--- src/rtl/serial_subtractor_pkg.sv ---
// serial_subtractor_pkg: state encoding and defaults shared by the serial arithmetic blocks
package serial_subtractor_pkg;

    typedef enum logic [1:0] {
        IDLE  = 2'd0,
        SHIFT = 2'd1,
        DONE  = 2'd2
    } state_e;

    localparam int DEFAULT_WIDTH = 8;

endpackage

--- src/rtl/serial_subtractor_full_subtractor.sv ---
// full_subtractor: one-bit full-subtractor cell built from gate primitives
module full_subtractor (
    input  logic x,
    input  logic y,
    input  logic bin,
    output logic d,
    output logic bout
);

    logic xy, nx, nxy, t_borrow, t_prop;

    // d = x ^ y ^ bin
    xor g_xy (xy, x, y);
    xor g_d  (d, xy, bin);

    // bout = (~x & y) | (~(x ^ y) & bin)
    not g_nx  (nx, x);
    and g_t0  (t_borrow, nx, y);
    not g_nxy (nxy, xy);
    and g_t1  (t_prop, nxy, bin);
    or  g_out (bout, t_borrow, t_prop);

endmodule

--- src/rtl/serial_subtractor.sv ---
// serial_subtractor: LSB-first bit-serial a - b - borrow_in with start/busy/done handshake
module serial_subtractor
    import serial_subtractor_pkg::*;
#(
    parameter int WIDTH   = DEFAULT_WIDTH,
    parameter int COUNT_W = 5
) (
    input  logic             clk,
    input  logic             rst_n,
    input  logic             start,
    input  logic [WIDTH-1:0] a,
    input  logic [WIDTH-1:0] b,
    input  logic             borrow_in,
    output logic             busy,
    output logic             done,
    output logic [WIDTH-1:0] diff,
    output logic             borrow_out,
    output logic             overflow,
    output logic             zero
);

    state_e             state_q, state_d;
    logic [WIDTH-1:0]   a_q, a_d, b_q, b_d, res_q, res_d, diff_q, diff_d;
    logic [COUNT_W-1:0] cnt_q, cnt_d;
    logic               brw_q, brw_d;
    logic               a_msb_q, a_msb_d, b_msb_q, b_msb_d;
    logic               borrow_out_q, borrow_out_d;
    logic               overflow_q, overflow_d;
    logic               zero_q, zero_d;
    logic               cell_d, cell_b, last;
    logic [WIDTH-1:0]   res_full;

    full_subtractor u_cell (
        .x   (a_q[0]),
        .y   (b_q[0]),
        .bin (brw_q),
        .d   (cell_d),
        .bout(cell_b)
    );

    assign last     = cnt_q == COUNT_W'(WIDTH - 1);
    // new difference bit enters at the MSB while the partial result moves right
    assign res_full = (res_q >> 1) | (WIDTH'(cell_d) << (WIDTH - 1));

    // state register
    always_ff @(posedge clk or negedge rst_n) begin
        if (!rst_n) state_q <= IDLE;
        else        state_q <= state_d;
    end

    // next state: start only honoured in IDLE, DONE lasts a single cycle
    always_comb begin
        state_d = (state_q == IDLE && start)  ? SHIFT :
                  (state_q == SHIFT && last)  ? DONE  :
                  (state_q == DONE)           ? IDLE  : state_q;
    end

    // datapath registers: operands, borrow, counter, partial and held results
    always_ff @(posedge clk or negedge rst_n) begin
        if (!rst_n) begin
            a_q          <= '0;
            b_q          <= '0;
            res_q        <= '0;
            diff_q       <= '0;
            cnt_q        <= '0;
            brw_q        <= 1'b0;
            a_msb_q      <= 1'b0;
            b_msb_q      <= 1'b0;
            borrow_out_q <= 1'b0;
            overflow_q   <= 1'b0;
            zero_q       <= 1'b0;
        end else begin
            a_q          <= a_d;
            b_q          <= b_d;
            res_q        <= res_d;
            diff_q       <= diff_d;
            cnt_q        <= cnt_d;
            brw_q        <= brw_d;
            a_msb_q      <= a_msb_d;
            b_msb_q      <= b_msb_d;
            borrow_out_q <= borrow_out_d;
            overflow_q   <= overflow_d;
            zero_q       <= zero_d;
        end
    end

    // datapath next values: load on accepted start, shift one bit per SHIFT cycle, publish on the last bit
    always_comb begin
        a_d          = a_q;
        b_d          = b_q;
        res_d        = res_q;
        diff_d       = diff_q;
        cnt_d        = cnt_q;
        brw_d        = brw_q;
        a_msb_d      = a_msb_q;
        b_msb_d      = b_msb_q;
        borrow_out_d = borrow_out_q;
        overflow_d   = overflow_q;
        zero_d       = zero_q;
        if (state_q == IDLE && start) begin
            a_d     = a;
            b_d     = b;
            res_d   = '0;
            cnt_d   = '0;
            brw_d   = borrow_in;
            a_msb_d = a[WIDTH-1];
            b_msb_d = b[WIDTH-1];
        end else if (state_q == SHIFT) begin
            a_d   = a_q >> 1;
            b_d   = b_q >> 1;
            res_d = res_full;
            cnt_d = cnt_q + 1'b1;
            brw_d = cell_b;
            if (last) begin
                diff_d       = res_full;
                borrow_out_d = cell_b;
                overflow_d   = (a_msb_q != b_msb_q) && (res_full[WIDTH-1] != a_msb_q);
                zero_d       = res_full == '0;
            end
        end
    end

    // outputs: handshake decoded from state, results straight from held registers
    always_comb begin
        busy       = state_q == SHIFT;
        done       = state_q == DONE;
        diff       = diff_q;
        borrow_out = borrow_out_q;
        overflow   = overflow_q;
        zero       = zero_q;
    end

endmodule
--- config.mk ---
export PLATFORM = sky130hd
export DESIGN_NAME = serial_subtractor
export DESIGN_NICKNAME = d
export VERILOG_FILES = /design/src/rtl/serial_subtractor_pkg.sv /design/src/rtl/serial_subtractor_full_subtractor.sv /design/src/rtl/serial_subtractor.sv
export SDC_FILE = /design/constraint.sdc
export NUM_CORES = 1
export LEC_CHECK = 0
export ABC_CLOCK_PERIOD_IN_PS = 2000
export BUFFER_PORTS_ARGS = -buffer_cell sky130_fd_sc_hd__buf_4
export CAP_MARGIN = 25
export CORE_AREA = 8 8 63 104
export DETAILED_ROUTE_END_ITERATION = 10
export DIE_AREA = 0 0 71 112
export GPL_TIMING_DRIVEN = 0
export PLACE_DENSITY = 0.67
export SLEW_MARGIN = 10
export SYNTH_ARGS = -nofsm -noshare
export SYNTH_HDL_FRONTEND = slang
export SYNTH_SLANG_ARGS = --single-unit
--- constraint.sdc ---
create_clock -name clk -period 2 [get_ports clk]
set_input_delay 0 -clock clk [delete_from_list [all_inputs] [get_ports clk]]
set_output_delay 0 -clock clk [all_outputs]
set_load 0.05 [all_outputs]
==> results.cfg <==
[setup_path]
worstPathArrival_ns = 1.84
cpPeakStageDelay_ns = 0.64
end_kind = flip-flop
worstPathCellList = inv_1, fa_1, nand2b_1, o21ai_0, mux2_4
cp.required_ns = 2.19
setup.worst_path.class = reg2reg
path_buf_inv = 1
cp_top_family = adder cells
critPathSlowestCell = fa_1
worstSetupStartpointType = flip-flop
r2r_slack_ns = 0.35
worst-path-max-fanout = 5

[finish]
layout.nets = 222
antenna_cells = 0
final_cell_mix = 44 x dfrtp_1, 33 x buf_4, 17 x nand2_1, 17 x o21ai_0, 14 x a22oi_1
area_growth_pct = 26.4
final_common_cell = dfrtp_1
drive_above_1_share = 0.284
post-route-util = 0.458

[floorplanning]
die_w_um = 71
row_count = 35
die_h_um = 112
start_util = 0.362
ioPinCount = 33
die_area_um2 = 7950
coreArea_um2 = 5170

[yosys]
syn_area_per_cell_um2 = 12.2
synth_area_leaders = dfrtp_1 59%, a22oi_1 5.6%, a22o_1 5.1%
yosysTopAreaCell = dfrtp_1
ys_seq_area_frac = 0.588
syn_nets = 176
ys.warnings.count = 0
syn_area_um2 = 1870
post_synth_num_cell_types = 28
synth_cells = 154
synth_top_area_share = 0.588
ys_seq_elements = 44

[grt]
grt_max_degree = 45
globalRoute.totalOverflow = 0
grt_pass1_vias = 1392
grt_antenna_before_repair = 0
grt_pass1_wl_mm = 6.88
globalRouteTotalUtil = 0.108

[sta]
finalHoldViolCount = 0
relSlewSlack = 0.588
finalSetupViolCount = 0
rsz0062_at_grt = false
tns_ns = 0
worst_pin_slew_ns = 0.616
setup_ws_ns = 0.353
drv_slew = 0
clock.fmax_mhz = 607
fin_crit_ns = 1.65
clock_skew_ns = 0.00823
finalCritPeriodShare = 0.823

[placement]
gp_congestion = 0.743
portBuffers = 32
preCtsSetupSlack_ns = 0.353
dp_hpwl_mm = 2.89

[cts]
clkTransAtPathRegs_ns = 0.09
clockRootBuffer = clkbuf_8
clk-insertion-delay-late_ns = 0.30
cts_tree = built
htree_levels = 2
cts_sinks = 44
cts_setup_buffers = 0
cts_resized = 0
cts_buffer_depth = 2
ctsHoldBuffers = 7
numCtsBuffers = 5

[power]
p_clk_frac = 0.175
p_per_area_nw_per_um2 = 1690
p_comb_frac = 0.442
p_leak_nw = 1.13
pwr-share-seq = 0.384
ir_drop_uv = 745
p_int_mw = 2.37
netSwitchingPower_mw = 1.63
switching_share = 0.408

[drt]
dr.pass1.iters = 4
drt-total-wl_mm = 4.13
drc = 0
vias = 1369
drtAntennaViolNets = 0
detail_route.wl_per_cell_um = 16.1
vias_per_cell = 5.35
dr.first_iter.drc_count = 54

[run]
drv_cap = 0

[worst_hold_path]
hp-class = in2reg

[outcome]
outcome = finished clean
## Yosys cell counts
cell,instances
dfrtp_1,44
mux2_2,6
nor4_1,2
o21bai_1,1
a21o_1,1
buf_2,3
o2bb2a_1,1
nand2_1,17
a22o_1,11
nand3b_1,1
buf_1,1
nor2b_1,2
inv_1,4
xnor2_1,1
fa_1,1
o21ai_0,17
nor2_1,4
ha_1,1
nand2b_1,2
and2b_1,1
clkbuf_1,4
nand4_2,1
mux2_4,6
mux2i_1,4
nand4_1,2
a2bb2oi_1,1
buf_4,1
a22oi_1,14
## final cells by class
| cell class | count | area (um^2) |
|---|---|---|
| fillers | 516 | 2800 |
| flip-flops and latches | 44 | 1100 |
| multi-input cells | 97 | 716 |
| repair buffers | 39 | 310 |
| clock buffers | 5 | 68.8 |
| well taps | 55 | 68.8 |
| clock inverters | 3 | 46.3 |
| plain buffers | 9 | 41.3 |
| inverters | 4 | 15.0 |
## flip-flops by register name, indices dropped and copies added (netlist names)
name	count
brw_q	1
cnt_q	5
overflow	1
zero	1
a_q	8
b_msb_q	1
state_q	2
diff	8
borrow_out	1
res_q	7
b_q	8
a_msb_q	1
## through the flow
| step | power, mW | std cells | area (um^2) | hold slack (ns) |
|---|---|---|---|---|
| floorplan | 2.80 | 154 | 1870 | -0.296 |
| global placement | 3.28 | 241 | 2180 | 0.0333 |
| finish | 4.00 | 256 | 2370 | 0.00380 |
| global route | 4.27 | 256 | 2370 | 0.00633 |
| CTS | 4.05 | 256 | 2370 | 0.000708 |
| detailed placement | 3.32 | 241 | 2180 | 0.0337 |
## power by group through the flow
stage	clock network [mW]	registers (mW)	logic (mW)
floorplan	0	1.83	0.965
global placement	0	1.54	1.74
detailed placement	0	1.55	1.77
CTS	0.719	1.54	1.79
global route	0.754	1.58	1.93
finish	0.700	1.53	1.77
## tightest hold or removal path: stages
cell	delay [ns]
buf_4	0.08
a22oi_1	0.05
o21ai_0	0.14
## layer usage
layer | vias up | part of all wire | track usage | wire length, um
met5 | - | 0 | 0 | 0
met4 | 0 | 0.014 | 0.0503 | 59
met3 | 4 | 0.039 | 0.0315 | 161
met2 | 35 | 0.51 | 0.177 | 2120
met1 | 681 | 0.43 | 0.126 | 1790
li1 | 649 | - | - | -
## cell families (layout without fill, tap and decap cells)
family	after synthesis	after routing	synth area share
buffers and inverters	13	60	0.0301
AOI/OAI and AO/OA	46	46	0.171
muxes	16	16	0.106
xor gates and xnor gates	1	1	0.00468
DFF	44	44	0.588
and+or+nand+nor	32	32	0.0835
adders and majority gates	2	2	0.0174
## worst paths after layout
path	start	to	cells past startpoint
min	b[3]	b_q[3]	3
max reg2reg	b_q[0]	overflow	5
min reg2reg	cnt_q[4]	cnt_q[4]	1
max in group asynchronous	rst_n	brw_q	2
max	b_q[0]	overflow	5
min in group asynchronous	rst_n	a_q[4]	2
(Power assumes the default switching activity.)
